### config.mk
export PLATFORM = sky130hd
export DESIGN_NAME = wb_scoreboard
export DESIGN_NICKNAME = d
export VERILOG_FILES = /design/src/rtl/wb_scoreboard.sv
export SDC_FILE = /design/constraint.sdc
export NUM_CORES = 1
export LEC_CHECK = 0
export CAP_MARGIN = 20
export CORE_MARGIN = 2
export CORE_UTILIZATION = 40
export CTS_BUF_LIST = sky130_fd_sc_hd__clkbuf_4
export CTS_CLUSTER_SIZE = 12
export DETAILED_ROUTE_END_ITERATION = 6
export PLACE_DENSITY = 0.66
export SETUP_SLACK_MARGIN = 0.3
export SLEW_MARGIN = 20
export SYNTH_ARGS = -nofsm -noshare
export SYNTH_HDL_FRONTEND = slang
export SYNTH_SLANG_ARGS = --single-unit
### constraint.sdc
create_clock -name clk -period 4.8 [get_ports clk]
set_clock_uncertainty 0.05 [all_clocks]
set_input_delay 0.96 -clock clk [delete_from_list [all_inputs] [get_ports clk]]
set_output_delay 0.96 -clock clk [all_outputs]
set_load 0.02 [all_outputs]
### src/rtl/wb_scoreboard.sv
// Register-hazard scoreboard: tracks in-flight long-latency destinations,
// stalls issue on RAW/WAW/full, and releases on the merged EXU writeback.
module wb_scoreboard #(
  parameter int XLEN            = 32,
  parameter int NUM_REGS        = 32,
  parameter int MAX_OUTSTANDING = 4
) (
  input  logic                                 clk,
  input  logic                                 rst_n,
  input  logic                                 issue_valid,
  input  logic                                 issue_long,
  input  logic [4:0]                           issue_rd_addr,
  input  logic                                 issue_rd_wr_en,
  input  logic [4:0]                           issue_rs1_addr,
  input  logic                                 issue_rs1_rd_en,
  input  logic [4:0]                           issue_rs2_addr,
  input  logic                                 issue_rs2_rd_en,
  input  logic [4:0]                           exu_wb_rd_addr,
  input  logic                                 exu_wb_rd_wr_en,
  input  logic                                 exu_wb_long,
  input  logic                                 flush,
  output logic                                 sb_stall,
  output logic [NUM_REGS-1:0]                  sb_busy_vec,
  output logic [$clog2(MAX_OUTSTANDING+1)-1:0] sb_outstanding,
  output logic [XLEN-1:0]                      sb_wb_count,
  output logic                                 sb_err
);

  localparam int CNT_W = $clog2(MAX_OUTSTANDING + 1);

  logic [NUM_REGS-1:0] busy_r;
  logic [NUM_REGS-1:0] busy_nxt_s;
  logic [CNT_W-1:0]    out_cnt_r;
  logic [CNT_W-1:0]    out_cnt_nxt_s;
  logic [XLEN-1:0]     wb_cnt_r;
  logic                err_r;
  logic                raw_s;
  logic                waw_s;
  logic                full_s;
  logic                stall_s;
  logic                accept_s;
  logic                track_s;
  logic                release_s;
  logic                err_set_s;

  // Hazard detection from registered busy bits only; no writeback bypass.
  always_comb begin
    raw_s     = (issue_rs1_rd_en & busy_r[issue_rs1_addr]) |
                (issue_rs2_rd_en & busy_r[issue_rs2_addr]);
    waw_s     = issue_rd_wr_en & busy_r[issue_rd_addr];
    full_s    = issue_long & issue_rd_wr_en &
                (out_cnt_r == CNT_W'(MAX_OUTSTANDING));
    stall_s   = issue_valid & (raw_s | waw_s | full_s);
    accept_s  = issue_valid & ~stall_s & ~flush;
    track_s   = accept_s & issue_long & issue_rd_wr_en;
    release_s = exu_wb_rd_wr_en & exu_wb_long & ~flush;
    err_set_s = release_s & ((out_cnt_r == CNT_W'(0)) |
                ((exu_wb_rd_addr != 5'd0) & ~busy_r[exu_wb_rd_addr]));
  end

  // Next busy bitmap: flush wins, then set beats clear on the same register.
  always_comb begin
    busy_nxt_s = busy_r;
    if (flush) begin
      busy_nxt_s = '0;
    end else begin
      if (release_s) begin
        busy_nxt_s[exu_wb_rd_addr] = 1'b0;
      end else begin
        busy_nxt_s = busy_nxt_s;
      end
      if (track_s) begin
        busy_nxt_s[issue_rd_addr] = 1'b1;
      end else begin
        busy_nxt_s = busy_nxt_s;
      end
    end
    busy_nxt_s[0] = 1'b0;
  end

  // Next in-flight count; an empty release saturates at zero.
  always_comb begin
    out_cnt_nxt_s = out_cnt_r;
    if (flush) begin
      out_cnt_nxt_s = '0;
    end else begin
      case ({track_s, release_s})
        2'b10:   out_cnt_nxt_s = out_cnt_r + CNT_W'(1);
        2'b01:   out_cnt_nxt_s = (out_cnt_r == CNT_W'(0)) ? out_cnt_r
                                                          : out_cnt_r - CNT_W'(1);
        default: out_cnt_nxt_s = out_cnt_r;
      endcase
    end
  end

  // State registers; the error flag is sticky until reset.
  always_ff @(posedge clk or negedge rst_n) begin
    if (!rst_n) begin
      busy_r    <= '0;
      out_cnt_r <= '0;
      wb_cnt_r  <= '0;
      err_r     <= 1'b0;
    end else begin
      busy_r    <= busy_nxt_s;
      out_cnt_r <= out_cnt_nxt_s;
      if (exu_wb_rd_wr_en) begin
        wb_cnt_r <= wb_cnt_r + XLEN'(1);
      end
      if (err_set_s) begin
        err_r <= 1'b1;
      end
    end
  end

  assign sb_stall       = stall_s;
  assign sb_busy_vec    = busy_r;
  assign sb_outstanding = out_cnt_r;
  assign sb_wb_count    = wb_cnt_r;
  assign sb_err         = err_r;

endmodule

**Word-level counts from Yosys, hierarchy flattened**

Index checks and enable logic that the tools add are counted.

- $add $sub $neg: 3
- Order comparisons: 6
- Equality and inequality tests: 4
- Multiplexer cells: 19
- Bitwise logic cells: 24
- Reduce and logical (&&, ||, !) cells: 6

Operators by type and width:

| operator | count |
|---|---|
| $mux 32 | 4 |
| $add 32x1->32 const B | 1 |
| $and 32x32->32 | 1 |
| $not 32->32 | 1 |
| $or 32x32->32 | 1 |
| $lt 5x6->1 const B | 4 |
| $bmux 1 s5 | 4 |
| $and 1x1->1 | 14 |
| $demux 1 s5 | 2 |
| $ge 5x1->1 const B | 2 |
| $mux 1 | 6 |
| $mux 3 | 2 |
| $pmux 3 s2 | 1 |
| $reduce_bool 5->1 | 1 |
| $or 1x1->1 | 4 |
| $add 3x1->3 const B | 1 |
| $eq 3x3->1 const B | 1 |
| $logic_not 3->1 | 1 |
| $ne 3x3->1 const B | 1 |
| $not 1->1 | 3 |
| $reduce_bool 3->1 | 1 |
| $sub 3x1->3 const B | 1 |
| $eq 2x1->1 const B | 1 |
| $eq 2x2->1 const B | 1 |
| other kinds (2) | 3 |

- Flip-flop bits (word level): 67
- Input bits: 30
- Output and inout bits: 69

**Longest topological paths before layout**

- Depth after elaboration: 15
- Depth in mapped cells: 12
- Mapped depth without buffers: 11

**Worst setup path after synthesis**

No wires, ideal clock.

- Path kind: in2reg
- Start point: input issue_rs2_addr[1]
- End point: register out_cnt_r[2] (netlist: sb_outstanding[2])
- Setup time: 135 ps
- Data arrival time: 3,614 ps
- Path slack: 1,001 ps
- Cell stages on the path: 12
- Buffers on the path: 1
- Cells stage by stage: buf_4 -> mux4_2 -> mux2i_1 -> nor2_1 -> o311a_1 -> a211oi_4 -> nor3_1 -> fa_1 -> o211ai_1 -> a21oi_1 -> a31oi_1 -> o31ai_1

- Cells in the longest elaborated chain, start to end: 15
- Elaborated cells on any way between the ends: 19
- Classes of those cells: eq/ne (3); mux (4); bitwise (10); reduce/logical (2)

Ends and longest elaborated chain:

| element | line | text |
|---|---|---|
| start, declared | 16 | `input logic [4:0] issue_rs2_addr,` |
| $bmux 1 s5 * | 49 | `(issue_rs2_rd_en & busy_r[issue_rs2_addr]);` |
| $mux 1 (not written as such) * | 49 |  |
| $and 1x1->1 * | 49 |  |
| $or 1x1->1 * | 48 | `raw_s = (issue_rs1_rd_en & busy_r[issue_rs1_addr]) \|` |
| $or 1x1->1 * (2 in series) | 53 | `stall_s = issue_valid & (raw_s \| waw_s \| full_s);` |
| $and 1x1->1 * | 53 |  |
| $not 1->1 * | 54 | `accept_s = issue_valid & ~stall_s & ~flush;` |
| $and 1x1->1 * (2 in series) | 54 |  |
| $and 1x1->1 * (2 in series) | 55 | `track_s = accept_s & issue_long & issue_rd_wr_en;` |
| $eq 2x1->1 or $eq 2x2->1 (tied branches) | 87 | `case ({track_s, release_s})` |
| $pmux 3 s2, or another cell as far along | 87 |  |
| $mux 3 or $reduce_and 2->1 (tied branches) | - |  |
| end signal, assigned | 105 | `out_cnt_r <= out_cnt_nxt_s;` |
| end, declared | 33 | `logic [CNT_W-1:0] out_cnt_r;` |

Every way passes the cells marked *; elsewhere a longest branch is shown, timed or not. The select of a mux whose other input is x is not followed.
A chain may end at the register's enable or synchronous reset.

**Worst setup path after layout**

- Start point: input issue_rs2_addr[1]
- End point: output sb_stall

- Cells in the longest elaborated chain, start to end: 7

Ends and longest elaborated chain:

| element | line | text |
|---|---|---|
| $bmux 1 s5 | 49 |  |
| $mux 1 (not written as such) | 49 |  |
| $and 1x1->1 | 49 |  |
| $or 1x1->1 | 48 |  |
| $or 1x1->1 (2 in series) | 53 |  |
| $and 1x1->1 | 53 |  |
| end, declared | 22 | `output logic sb_stall,` |

No other way between the ends. The select of a mux whose other input is x is not followed.

==> impl_metrics.json <==
{
  "worstSetupEndpointType": "output pin",
  "path_class": "in2out",
  "max_freq_mhz": 229.0,
  "syn_area_um2": 4208,
  "async_flop_share_pct": 100.0,
  "area_growth_pct": 30.00,
  "post-route-period-util_pct": 90.98,
  "cpLargestDelayFamily": "buffers and inverters",
  "maxCapViolCount": 0,
  "dpl.hpwl_um": 9366,
  "final_cell_mix": "clkdlybuf4s50_1 (91), dfrtp_1 (67), mux4_2 (23), xnor2_1 (23)",
  "antenna_left": 0,
  "ys_ff_latch": 67,
  "grt_usage_pct": 23.47,
  "synth_top_cell_by_area": "dfrtp_1",
  "cts_htree_levels": 3,
  "slowest_delay_ns": 0.57,
  "synth_warnings": 0,
  "crit_path_start_kind": "primary input",
  "grt_max_degree": 42,
  "slowest_stage": "clkdlybuf4s50_1",
  "syn-num-nets": 423,
  "critical_path_buf_inv_count": 2,
  "n_fill_cell": 969,
  "worstSkewPairLatency_ns": 0.41,
  "dieWidth_um": 106.6,
  "drc_errors": 0,
  "worstPathCellList": "clkdlybuf4s50_1 > mux4_2 > mux2i_1 > nor2_1 > o311a_1 > a221oi_1 > nor2b_1 > dlygate4sd2_1",
  "vias_per_cell": 6.090,
  "drt_iter0_drc": 423,
  "cts_tree": "yes",
  "firstDrtPassIters": 5,
  "worstMarginPinSlew_ns": 0.8302,
  "cellPowerDensity_nw_per_um2": 223.4,
  "syn_inst": 391,
  "ios": 99,
  "ir_worst_vdd_uv": 136.1,
  "clkSinkCount": 67,
  "totalWireLength_um": 13030,
  "finalSetupViolations": 0,
  "grt_pass1_wl_um": 20760,
  "post_synth.cell_area_avg_um2": 10.76,
  "postCtsHoldBufs": 0,
  "layout_commonest_cell": "clkdlybuf4s50_1",
  "row_count": 37,
  "holdWs_ns": 0.4217,
  "synth_edf_count": 0,
  "synth_top_area_share_pct": 39.85,
  "fin_crit_ns": 4.367,
  "die-area_um2": 11360,
  "root_buffer": "clkbuf_4",
  "place.gp.congestion": 0.9775,
  "hold_viol_final": 0,
  "core_area_um2": 10280,
  "hold_path_class": "reg2reg",
  "final_nets": 524,
  "critPathMaxFanout": 4,
  "numCtsBuffers": 9,
  "fin_tns_setup_ns": 0,
  "drive_above_1_share_pct": 13.48,
  "arrival_ns": 3.36,
  "initial_core_util_pct": 40.94,
  "yosys.cell_types.count": 58,
  "antenna_cells": 0,
  "clk_path_buf_depth": 2,
  "clkTransAtPathRegs_ns": 0.12,
  "synthTopCellsByArea": "dfrtp_1 (40%), mux4_2 (12%), mux2i_1 (5.0%), xnor2_1 (4.8%), o211ai_1 (2.7%)",
  "rsz0062_at_grt": "false",
  "wl_per_cell_um": 20.59,
  "status": "complete, no violations",
  "cp.required_ns": 3.79,
  "portBuffers": 97,
  "antenna_found_initial": 0,
  "grt_pass1_vias": 3841,
  "synth-seq-area-share_pct": 39.85,
  "synth_ff_type": "dfrtp_1",
  "maxSlewHeadroom_pct": 44.48,
  "total_leakage_power_nw": 2.177,
  "finalMaxSlewViolations": 0,
  "die_h_um": 106.6,
  "vias": 3855,
  "overflow": 0
}
## flip-flops by register name, indices dropped and copies added, names as in the netlist
register        count
sb_wb_count        32
sb_outstanding      3
sb_err              1
sb_busy_vec        31
## stage by stage
stage                     instance area [µm²]  setup WS, ns  total power, mW  util [%]  std cells
after floorplan                          4208         1.001           0.7813         -        391
after global placement                   5358        0.1480           0.9120     52.13        617
after detailed placement                 5358        0.1409           0.9151     52.13        617
after CTS                                5465        0.3970            1.233     53.18        633
after global routing                     5470        0.3007            1.282     53.23        633
final                                    5470        0.4332            1.222     53.23        633
## final timing paths
| kind | start | end | slack, ns | cells past startpoint |
|---|---|---|---|---|
| max in group asynchronous | rst_n | sb_wb_count[22] | 3.20 | 2 |
| min in group asynchronous | rst_n | sb_busy_vec[16] | 0.51 | 1 |
| min | sb_wb_count[31] | sb_wb_count[31] | 0.42 | 1 |
| min reg2reg | sb_wb_count[31] | sb_wb_count[31] | 0.42 | 1 |
| max reg2reg | sb_busy_vec[1] | sb_outstanding[2] | 1.70 | 11 |
| max | issue_rs2_addr[1] | sb_stall | 0.43 | 8 |
## report_power, final
group	internal [mW]	leakage (nW)	total [mW]	switching, mW
sequential	0.594	0.919	0.632	0.0380
clock	0.103	0.0534	0.318	0.214
combinational	0.129	1.20	0.272	0.143
## final cells by class
class	count	area [µm²]	area share (%)
clock buffer	9	67.56	1.235
clock inverter	7	43.79	0.8005
inverter	7	26.28	0.4803
multi-input combinational	295	2406	43.98
sequential	67	1677	30.65
tap	136	170.2	3.111
timing repair buffer	112	1080	19.74
## timing repair
| item | 4_1_cts | 5_1_grt |
|---|---|---|
| gates resized for setup | 3 | 2 |
| endpoints found under the setup margin | 1 | 1 |
| buffers inserted | 0 | 0 |
## routing by layer
layer	share of wire, %	global-route usage (%)	wire length [µm]	vias up
met1	43	32.79	5580	1901
met5	0	0	0	-
li1	-	-	-	1691
met4	2.5	8.442	331	0
met3	9.3	5.947	1209	34
met2	45	35.35	5913	229
## cell usage after synthesis (5+ instances only)
cell type,number
nor3b_1,6
and3_1,8
nand2_1,21
o22ai_1,16
nand3b_1,6
clkbuf_1,14
o211ai_1,15
o21ai_0,19
dfrtp_1,67
mux2i_1,21
nor2_1,21
nand3_1,15
nand2b_1,5
o21ai_1,14
mux4_2,23
inv_1,7
nor2b_1,6
nand4_1,11
xor2_1,9
xnor2_1,23
## kinds of logic after synthesis
| kind of cell | count (synthesis) | share of synthesized area (%) |
|---|---|---|
| buffers and inverters | 29 | 2.974 |
| flip-flops | 67 | 39.85 |
| other | 1 | 0.08912 |
| XOR/XNOR | 32 | 6.661 |
| AO/OA/AOI/OAI | 90 | 14.30 |
| multiplexers | 49 | 18.64 |
| AND/OR/NAND/NOR | 121 | 16.71 |
| adder cells (fa/ha/maj) | 2 | 0.7731 |
Power figures use the tool's default switching activity.
